## src/rtl/mem_loader_if.sv

```systemverilog
// Byte-stream input and memory write-port bundle for mem_loader.
// The master modport is the loader side; the slave modport is the byte source plus memory.
interface mem_loader_if #(
  parameter int ADDRESS_WIDTH = 8
);
  // Handshake: a byte transfers on a rising edge where byte_valid_in and
  // byte_ready_out are both high. The source holds byte_data_in stable while
  // byte_valid_in is high and ready is low. Ready never depends on valid.
  logic [7:0]               byte_data_in;
  logic                     byte_valid_in;
  logic                     byte_ready_out;
  logic [31:0]              write_data_out;
  logic [ADDRESS_WIDTH-1:0] write_address_out;
  logic                     write_out;
  logic [1:0]               memMode_out;

  modport master (
    input  byte_data_in,
    input  byte_valid_in,
    output byte_ready_out,
    output write_data_out,
    output write_address_out,
    output write_out,
    output memMode_out
  );

  modport slave (
    output byte_data_in,
    output byte_valid_in,
    input  byte_ready_out,
    input  write_data_out,
    input  write_address_out,
    input  write_out,
    input  memMode_out
  );
endinterface

```

## src/rtl/mem_loader.sv

```systemverilog
// Boot loader: assembles big-endian words from a byte stream and writes them to consecutive
// word addresses. Optional running checksum enabled by defining MEM_LOADER_CHECKSUM_EN.
module mem_loader #(
  parameter int ADDRESS_WIDTH = 8
) (
  input  logic                     clock_in,
  input  logic                     reset_in,
  input  logic                     start_in,
  input  logic [ADDRESS_WIDTH-1:0] base_address_in,
  input  logic [ADDRESS_WIDTH-2:0] word_count_in,
  mem_loader_if.master             bus,
  output logic                     busy_out,
  output logic                     done_out,
  output logic [31:0]              checksum_out,
  output logic [1:0]               dbg_state_o
);
  localparam int AW = ADDRESS_WIDTH;

  typedef enum logic [1:0] {
    S_IDLE    = 2'd0,
    S_COLLECT = 2'd1,
    S_WRITE   = 2'd2,
    S_DONE    = 2'd3
  } state_e;

  state_e          state_q, state_d;
  logic [AW-1:0]   addr_q, addr_d;
  logic [AW-1:0]   wr_addr_q, wr_addr_d;
  logic [AW-2:0]   remaining_q, remaining_d;
  logic [1:0]      idx_q, idx_d;
  logic [23:0]     shift_q, shift_d;
  logic [31:0]     wr_data_q, wr_data_d;
  logic            write_q, write_d;
  logic            ready_q, ready_d;
  logic            busy_q, busy_d;
  logic            done_q, done_d;
  logic            accept;
`ifdef MEM_LOADER_CHECKSUM_EN
  logic [31:0]     csum_q, csum_d;
`endif

  assign accept = bus.byte_valid_in & ready_q;

  always_comb begin
    state_d     = state_q;
    addr_d      = addr_q;
    wr_addr_d   = wr_addr_q;
    remaining_d = remaining_q;
    idx_d       = idx_q;
    shift_d     = shift_q;
    wr_data_d   = wr_data_q;
    write_d     = 1'b0;
    ready_d     = ready_q;
    busy_d      = busy_q;
    done_d      = done_q;
`ifdef MEM_LOADER_CHECKSUM_EN
    csum_d      = csum_q;
`endif
    case (state_q)
      S_IDLE, S_DONE: begin
        if (start_in) begin
          addr_d      = base_address_in & ~AW'(3);
          remaining_d = word_count_in;
          idx_d       = 2'd0;
`ifdef MEM_LOADER_CHECKSUM_EN
          csum_d      = 32'h0;
`endif
          if (word_count_in != '0) begin
            state_d = S_COLLECT;
            ready_d = 1'b1;
            busy_d  = 1'b1;
            done_d  = 1'b0;
          end else begin
            state_d = S_DONE;
            ready_d = 1'b0;
            busy_d  = 1'b0;
            done_d  = 1'b1;
          end
        end
      end
      S_COLLECT: begin
        if (accept) begin
          // First byte lands in the most significant lane (big-endian).
          shift_d = {shift_q[15:0], bus.byte_data_in};
          idx_d   = idx_q + 2'd1;
          if (idx_q == 2'd3) begin
            wr_data_d = {shift_q, bus.byte_data_in};
            wr_addr_d = addr_q;
            write_d   = 1'b1;
            ready_d   = 1'b0;
            state_d   = S_WRITE;
          end
        end
      end
      S_WRITE: begin
        addr_d      = addr_q + AW'(4);
        remaining_d = remaining_q - (AW-1)'(1);
`ifdef MEM_LOADER_CHECKSUM_EN
        csum_d      = csum_q + wr_data_q;
`endif
        if (remaining_q == (AW-1)'(1)) begin
          state_d = S_DONE;
          busy_d  = 1'b0;
          done_d  = 1'b1;
        end else begin
          state_d = S_COLLECT;
          ready_d = 1'b1;
        end
      end
      default: state_d = S_IDLE;
    endcase
  end

  always_ff @(posedge clock_in or posedge reset_in) begin
    if (reset_in) begin
      state_q     <= S_IDLE;
      addr_q      <= '0;
      wr_addr_q   <= '0;
      remaining_q <= '0;
      idx_q       <= 2'd0;
      shift_q     <= 24'h0;
      wr_data_q   <= 32'h0;
      write_q     <= 1'b0;
      ready_q     <= 1'b0;
      busy_q      <= 1'b0;
      done_q      <= 1'b0;
`ifdef MEM_LOADER_CHECKSUM_EN
      csum_q      <= 32'h0;
`endif
    end else begin
      state_q     <= state_d;
      addr_q      <= addr_d;
      wr_addr_q   <= wr_addr_d;
      remaining_q <= remaining_d;
      idx_q       <= idx_d;
      shift_q     <= shift_d;
      wr_data_q   <= wr_data_d;
      write_q     <= write_d;
      ready_q     <= ready_d;
      busy_q      <= busy_d;
      done_q      <= done_d;
`ifdef MEM_LOADER_CHECKSUM_EN
      csum_q      <= csum_d;
`endif
    end
  end

  assign bus.byte_ready_out    = ready_q;
  assign bus.write_data_out    = wr_data_q;
  assign bus.write_address_out = wr_addr_q;
  assign bus.write_out         = write_q;
  assign bus.memMode_out       = 2'b00;
  assign busy_out              = busy_q;
  assign done_out              = done_q;
  assign dbg_state_o           = state_q;
`ifdef MEM_LOADER_CHECKSUM_EN
  assign checksum_out          = csum_q;
`else
  assign checksum_out          = 32'h0;
`endif
endmodule

```

## src/flat_wrapper.sv

```systemverilog
// flat-port wrapper written by rule: the top's interface ports become plain ports
module mem_loader_flat 
#(
  parameter int ADDRESS_WIDTH = 8
)
  (clock_in, reset_in, start_in, base_address_in, word_count_in, busy_out, done_out, checksum_out, dbg_state_o, bus_byte_data_in, bus_byte_valid_in, bus_byte_ready_out, bus_write_data_out, bus_write_address_out, bus_write_out, bus_memMode_out);
  mem_loader_if #(.ADDRESS_WIDTH(ADDRESS_WIDTH)) bus_i ();
  input  logic clock_in;
  input  logic reset_in;
  input  logic start_in;
  input  logic [ADDRESS_WIDTH-1:0] base_address_in;
  input  logic [ADDRESS_WIDTH-2:0] word_count_in;
  output logic busy_out;
  output logic done_out;
  output logic [31:0] checksum_out;
  output logic [1:0] dbg_state_o;
  input wire logic [$bits(bus_i.byte_data_in)-1:0] bus_byte_data_in;
  input wire logic [$bits(bus_i.byte_valid_in)-1:0] bus_byte_valid_in;
  output wire logic [$bits(bus_i.byte_ready_out)-1:0] bus_byte_ready_out;
  output wire logic [$bits(bus_i.write_data_out)-1:0] bus_write_data_out;
  output wire logic [$bits(bus_i.write_address_out)-1:0] bus_write_address_out;
  output wire logic [$bits(bus_i.write_out)-1:0] bus_write_out;
  output wire logic [$bits(bus_i.memMode_out)-1:0] bus_memMode_out;
  assign bus_i.byte_data_in = bus_byte_data_in;
  assign bus_i.byte_valid_in = bus_byte_valid_in;
  assign bus_byte_ready_out = bus_i.byte_ready_out;
  assign bus_write_data_out = bus_i.write_data_out;
  assign bus_write_address_out = bus_i.write_address_out;
  assign bus_write_out = bus_i.write_out;
  assign bus_memMode_out = bus_i.memMode_out;
  mem_loader #(.ADDRESS_WIDTH(ADDRESS_WIDTH)) u_core (.clock_in(clock_in), .reset_in(reset_in), .start_in(start_in), .base_address_in(base_address_in), .word_count_in(word_count_in), .bus(bus_i), .busy_out(busy_out), .done_out(done_out), .checksum_out(checksum_out), .dbg_state_o(dbg_state_o));
endmodule
```

## config.mk

```make
export PLATFORM = sky130hd
export DESIGN_NAME = mem_loader_flat
export DESIGN_NICKNAME = d
export VERILOG_FILES = /design/src/rtl/mem_loader_if.sv /design/src/rtl/mem_loader.sv /design/src/flat_wrapper.sv
export SDC_FILE = /design/constraint.sdc
export NUM_CORES = 1
export LEC_CHECK = 0
export CAP_MARGIN = 20
export CORE_AREA = 5 5 101 103
export CTS_CLUSTER_SIZE = 25
export DETAILED_ROUTE_END_ITERATION = 8
export DIE_AREA = 0 0 106 108
export PLACE_DENSITY = 0.74
export SLEW_MARGIN = 30
export SYNTH_ARGS = -nofsm -noshare
export SYNTH_HDL_FRONTEND = slang
export SYNTH_SLANG_ARGS = --single-unit
```

## constraint.sdc

```tcl
create_clock -name clock_in -period 2.8 [get_ports clock_in]
set_clock_uncertainty 0.2 [all_clocks]
set_input_delay 0.56 -clock clock_in [delete_from_list [all_inputs] [get_ports clock_in]]
set_output_delay 0.56 -clock clock_in [all_outputs]
set_load 0.03 [all_outputs]
```

==> impl_results.md, run 1 <==
* Outcome: finished, final reports clean
* Syn-to-layout area delta at 23.4%
* Seq/Total Area, Yosys at 54.0%
* Top cells by area, synth: dfrtp_1, nand2_1, mux2_2
* NetSw at 582 uW
* Post-Syn Instances at 399
* Max-cap viol count at 0
* Total global-route track usage at 14.7%
* Maximum number of pins on one net before global-route repair at 45
* Root buffer cell: clkbuf_8
* Max VDD drop at 0.355 mV
* Post-synth top area share at 54.0%
* CP peak stage delay at 0.73 ns
* Post-Synth XOR/XNOR Area at 0%
* Worst Setup End Kind: primary output
* Flop pwr share at 55.4%
* TritonCTS clock tree: yes
* CP required at 2.04 ns
* DRC at 0
* Via count at 2858
* Routed WL per cell at 13.9 um
* Final setup vio count at 0
* Synth Area in Simple Gates at 17.8%
* Clock share of power at 38.1%
* CP max FO at 10
* CP startpoint kind: register
* Post-route minimum period at 2.37 ns
* Row cnt at 35
* Clk slew on worst S/H paths at 0.10 ns
* Final Hold Viols at 0
* Global placer's final weighted congestion at 0.802
* # Post-CTS Setup Buffers at 0
* CP top delay family: buffers and inverters
* CP max stage cell: clkdlybuf4s50_1
* Pwr Total at 2160 uW
* Hold Crit Class: reg -> reg
* Cell Chain, Critical Path: clkdlybuf4s50_1
* Fin. max-slew vios at 0
* Clk Latency, worst-skew pair at 0.36 ns
* PwrDens at 455 nW/um^2
* Die H at 108 um
* Post-cts resize count at 0
* Adder and majority cell fraction of the synthesized area at 2.28%
* Layout cell share with drive strength beyond 1 at 11.4%
* Post-CTS Hold Fix Bufs at 0
* Post-synthesis cell area at 3840 um^2
* Critical Path AT at 1.61 ns
* Synth area leader: dfrtp_1
* I/O pins at 107
* Nets at 504
* Overflow after GRT at 0
* Core Region at 9110 um^2
* Dpl cells at 570
* WP buf/inv at 1
* Total CTS buffers at 9
* Initial antenna violation count at 0
* Ys Warns at 0
* Drt via density at 4.88
* First-pass GRT wire length at 13500 um
* Largest family of logic cells by synthesized area: simple AND/OR/NAND/NOR gates
* Routed WL at 8130 um
* Synthesis-stage register bit count at 83
* Die area at 11400 um^2
* Switch share at 26.9%
* Htree depth at 3
* Multiplexer share of the synthesized area at 9.14%
* DIE WIDTH at 106 um
* Clock Tree Buf Depth at 2
* ANT cells at 0
* Syn_area_per_cell at 9.64 um^2
* First-iteration detailed-routing DRC count at 142
* Drt first pass iters at 5
* Final sum of negative setup slack at 0 ns
* Synth Area in Compound Gates at 6.61%
* DP HPWL at 5930 um
* Initial Utilization at 42.2%
* Final period util at 84.6%
* Post-synth cell types at 33
* Unrepaired setup endpoints after global routing: false
* Critical path type: reg -> out
* Via count of the first global-routing pass at 2807
* Clock sinks at 83
* Leakage at 0.00240 uW
* Final Non-Filler Cells at 586
* # port buffers at 68
* Antenna viol nets, final at 0
* Gate power share at 6.4%
* Peak Freq at 422 MHz
* Power Internal at 1580 uW
==> placed cells by master, fill, tap and decap left out, types with 2 or more instances in the layout <==
cell type	Yosys	final
a31oi_1	2	2
nand3_1	9	9
a21oi_1	23	23
nand4_1	5	5
clkbuf_8	0	9
or4_1	2	2
clkinv_4	0	2
clkdlybuf4s50_1	0	68
mux2_2	25	25
nor2_1	11	11
nor2b_1	2	2
inv_8	0	2
ha_1	7	7
clkinvlp_4	0	2
mux2i_1	7	7
o22ai_1	5	5
inv_6	0	2
nand2_1	126	126
o21ai_0	12	12
nand2b_1	2	2
inv_1	9	8
nor3_1	2	2
conb_1	1	36
dfrtp_1	83	83
buf_4	36	11
==> cells in the mapped netlist <==
| library cell | instances |
|---|---|
| inv_1 | 9 |
| mux2i_1 | 7 |
| and4b_1 | 1 |
| nand2b_1 | 2 |
| or3_1 | 1 |
| nand3_1 | 9 |
| nor4_1 | 1 |
| or4_1 | 2 |
| a21oi_1 | 23 |
| a31oi_1 | 2 |
| a311oi_1 | 1 |
| dfrtp_1 | 83 |
| o21a_1 | 1 |
| mux2_2 | 25 |
| ha_1 | 7 |
| clkinv_1 | 1 |
| buf_4 | 36 |
| and4_1 | 1 |
| clkbuf_1 | 12 |
| a221o_1 | 1 |
| buf_2 | 5 |
| and3_1 | 1 |
| nor3_1 | 2 |
| o22ai_1 | 5 |
| buf_1 | 2 |
| conb_1 | 1 |
| a31o_1 | 1 |
| o21ai_0 | 12 |
| nand2_1 | 126 |
| nor3b_1 | 1 |
| nand4_1 | 5 |
| nor2b_1 | 2 |
| nor2_1 | 11 |
==> stage by stage <==
step                hold slack [ns]  setup WS [ns]  area (um^2)  utilization, %
floorplan                     0.233          0.628         3980               -
global placement              0.245          0.288         4550            50.0
detailed placement            0.252          0.248         4550            50.0
CTS                           0.264          0.401         4740            52.1
global route                  0.296          0.364         4740            52.1
finish                        0.257          0.432         4740            52.1
==> power by group through the flow <==
stage	sequential [uW]	clock, uW	combinational [uW]
after global routing	1200	903	150
after floorplan	1220	0	125
after detailed placement	1220	0	140
after CTS	1200	850	140
final	1200	824	139
after global placement	1220	0	138
==> registers in the layout, summed over array words and instances (netlist names), 2 cells and up <==
signal	count
u_core.bus.write_data_out	32
u_core.shift_q	24
u_core.remaining_q	7
u_core.addr_q	6
u_core.bus.write_address_out	6
u_core.dbg_state_o	2
u_core.idx_q	2
==> cells by family after synthesis <==
logic type      count (synthesis)
simple gates                  165
flops                          83
other cells                     1
mux                            32
buf+inv                        65
fa+ha+maj                       7
compound gates                 46
==> layout make-up <==
type                       count  area [um^2]
sequential                    83         2080
multi-input combinational    286         1510
timing repair buffer          80          783
tap                          111          139
fill                         807         4370
inverter                      10         41.3
clock buffer                   9          124
clock inverter                 7         65.1
==> layer usage <==
metal | up-vias | wire, um | GRT usage (%)
met5 | - | 0 | 0
met4 | 0 | 152 | 6.29
met3 | 11 | 435 | 2.93
met2 | 91 | 3890 | 24.5
met1 | 1370 | 3640 | 18.7
li1 | 1386 | - | -
==> worst paths after layout <==
path                                      startpoint  cells after the start                            end  slack (ns)
max                        u_core.bus.byte_ready_out                      1             bus_byte_ready_out        0.43
min                               u_core.shift_q[18]                      2  u_core.bus.write_data_out[26]        0.26
max reg2reg                    u_core.dbg_state_o[0]                      6      u_core.bus.byte_ready_out        0.57
min reg2reg                       u_core.shift_q[18]                      2  u_core.bus.write_data_out[26]        0.26
max in group asynchronous                   reset_in                      3              u_core.shift_q[0]        1.47
min in group asynchronous                   reset_in                      2          u_core.remaining_q[0]        0.37
==> tightest hold or removal path, stage by stage (launching register included) <==
cell,delay (ns)
dfrtp_1,0.35
nand2_1,0.05
nand2_1,0.04
No activity file was read; power rests on OpenSTA's default activity.
==> inputs of run 2 (changes only) <==
- CORE_AREA: 5 5 101 103 -> 5 5 96 98
- DIE_AREA: 0 0 106 108 -> 0 0 101 103
- PLACE_DENSITY: 0.74 -> 0.79
- clock period: 2.8 -> 2.41 ns (I/O delays scaled with it)
==> run 2 against run 1 <==
  * Sequential cell count unchanged
  * Final cell count down 1.4%
  * Global-route usage is 0.85 points higher
  * Critical path type unchanged
  * Design area rose by 0.45%
  * Power grew 23%
  * Largest power group unchanged
  * Sequential power is 16% higher
  * Wire length fell by 3.1%
==> impl_results.md, run 2 (synthesis results as in run 1) <==
* Max FFs per register at 32 (unchanged)
* Crit path depth at 1 (unchanged)
* PwrDens at 558 nW/um^2 (+23%)
* CP required at 1.73 ns (-0.31 ns)
* Fillers at 711 (-12%)
* Final setup vio count at 0 (unchanged)
* CP startpoint kind: register
* Routed WL per cell at 13.6 um (-1.8%)
* Root buffer cell: clkbuf_8
* Final period util at 95.2%
* Max-cap viol count at 0 (unchanged)
* DIE WIDTH at 101 um (-4.7%)
* Clk Latency, worst-skew pair at 0.33 ns (-0.03 ns)
* First-iteration detailed-routing DRC count at 129 (-9.2%)
* Outcome: finished, final reports clean
* Fin. max-slew vios at 0 (unchanged)
* ANT cells at 0 (unchanged)
* Peak Freq at 436 MHz
* # port buffers at 68 (unchanged)
* Post-cts resize count at 0 (unchanged)
* # Post-CTS Setup Buffers at 0 (unchanged)
* Maximum number of pins on one net before global-route repair at 84 (+87%)
* Clk slew on worst S/H paths at 0.09 ns (about the same)
* Die H at 103 um (-4.6%)
* Hold Crit Class: reg -> reg
* Worst Hold End: u_core.bus.write_data_out[24]
* I/O pins at 107 (unchanged)
* DRC at 0 (unchanged)
* Total CTS buffers at 9 (unchanged)
* Reg area at 2080 um^2 (unchanged)
* Hold Path Depth at 2 (unchanged)
* Syn-to-layout area delta at 23.9%
* TritonCTS clock tree: yes
* Drt via density at 4.91 (+0.71%)
* Clock Tree Buf Depth at 2 (unchanged)
* Critical path type: reg -> out
* Max VDD drop at 0.283 mV (-20%)
* Core Region at 8380 um^2 (-8.0%)
* Via count of the first global-routing pass at 2758 (-1.7%)
* Post-CTS Hold Fix Bufs at 0 (unchanged)
* Worst Setup End Kind: primary output
* WP buf/inv at 1 (unchanged)
* First-pass GRT wire length at 13000 um (-3.9%)
* CP peak stage delay at 0.74 ns (about the same)
* Final Hold Viols at 0 (unchanged)
* Commonest cells after routing, fill and taps aside: nand2_1, dfrtp_1, clkdlybuf4s50_1, conb_1, mux2_2
* CP max FO at 10 (unchanged)
* Global placer's final weighted congestion at 0.860 (+7.2%)
* CP max stage cell: clkdlybuf4s50_1
* Via count at 2839 (-0.66%)
* Worst R2R Setup Slack at 0.28 ns (-0.29 ns)
* Multi-input logic area at 1510 um^2 (unchanged)
* Initial Utilization at 45.9% (+3.7 points)
* Cell Chain, Critical Path: clkdlybuf4s50_1
* CP top delay family: buffers and inverters
* Final Core Density at 56.9% (+4.8 points)
* Post-route minimum period at 2.29 ns
* Nets at 499 (-0.99%)
* Htree depth at 3 (unchanged)
* Overflow after GRT at 0 (unchanged)
* Dpl cells at 562 (-1.4%)
* Initial antenna violation count at 0 (unchanged)
* Drt first pass iters at 4 (-1)
* Final Non-Filler Cells at 578 (-1.4%)
* Critical Path AT at 1.61 ns (about the same)
* Commonest non-fill, non-tap cell in the layout: nand2_1
* Clock sinks at 83 (unchanged)
* Die area at 10400 um^2 (-9.1%)
* Unrepaired setup endpoints after global routing: false
* Total global-route track usage at 15.5% (+0.85 points)
* Critical hold path startpoint: u_core.shift_q[16]
* Pwr Total at 2660 uW (+23%)
* Antenna viol nets, final at 0 (unchanged)
* Worst r2r src: u_core.dbg_state_o[0]
* Routed WL at 7870 um (-3.1%)
* Layout cell share with drive strength beyond 1 at 10.4% (-0.94 points)
* DP HPWL at 5560 um (-6.3%)
* Leakage at 0.00241 uW (+0.34%)
* Critical R2R Capture: u_core.bus.byte_ready_out
* Hold_ws at 0.271 ns (+0.0135 ns)
* Row cnt at 34 (-2.9%)
* R2R cell count at 7 (+1)
run 2: cell count changes in the layout (fill, tap and decap cells not counted):
cell | before | now
clkinvlp_4 | 2 | 1
inv_8 | 2 | 1
buf_12 | 1 | 3
inv_6 | 2 | 3
clkinv_2 | 0 | 1
buf_4 | 11 | 4
clkinv_4 | 2 | 0
bufinv_16 | 0 | 2
run 2: per-layer routing:
layer / routed length (um) / GRT usage, %
met5: 0 / 0
met1: 3430 / 20.1
met3: 343 / 2.71
met4: 90 / 6.85
met2: 4010 / 25.8
run 2: final cells by class:
class                      instances  share of cell area (%)
clock buffer                       9                    2.60
timing repair buffer              75                    16.2
clock inverter                     7                    2.15
sequential                        83                    43.6
tap                              108                    2.84
multi-input combinational        286                    31.8
inverter                          10                   0.867
run 2: where the power goes:
part	switching (uW)	internal, uW
combinational	117	41.1
clock	511	600
sequential	0	1390
total	628	2030
run 2: through the flow:
step	setup TNS, ns	area, um^2	worst slack (ns)
floorplan	0	3980	0.238
finish	0	4760	0.115
CTS	0	4760	0.113
global route	0	4760	0.0738
global placement	-0.0262	4540	-0.0163
detailed placement	-0.123	4540	-0.0544
run 2: worst max path at each step:
stage                                    from                   endpoint  slack, ns
global route        u_core.bus.byte_ready_out         bus_byte_ready_out       0.07
floorplan               u_core.dbg_state_o[0]      u_core.remaining_q[6]       0.24
global placement             word_count_in[3]            u_core.busy_out      -0.02
detailed placement           word_count_in[3]  u_core.bus.byte_ready_out      -0.05
CTS                 u_core.bus.byte_ready_out         bus_byte_ready_out       0.11
finish              u_core.bus.byte_ready_out         bus_byte_ready_out       0.12
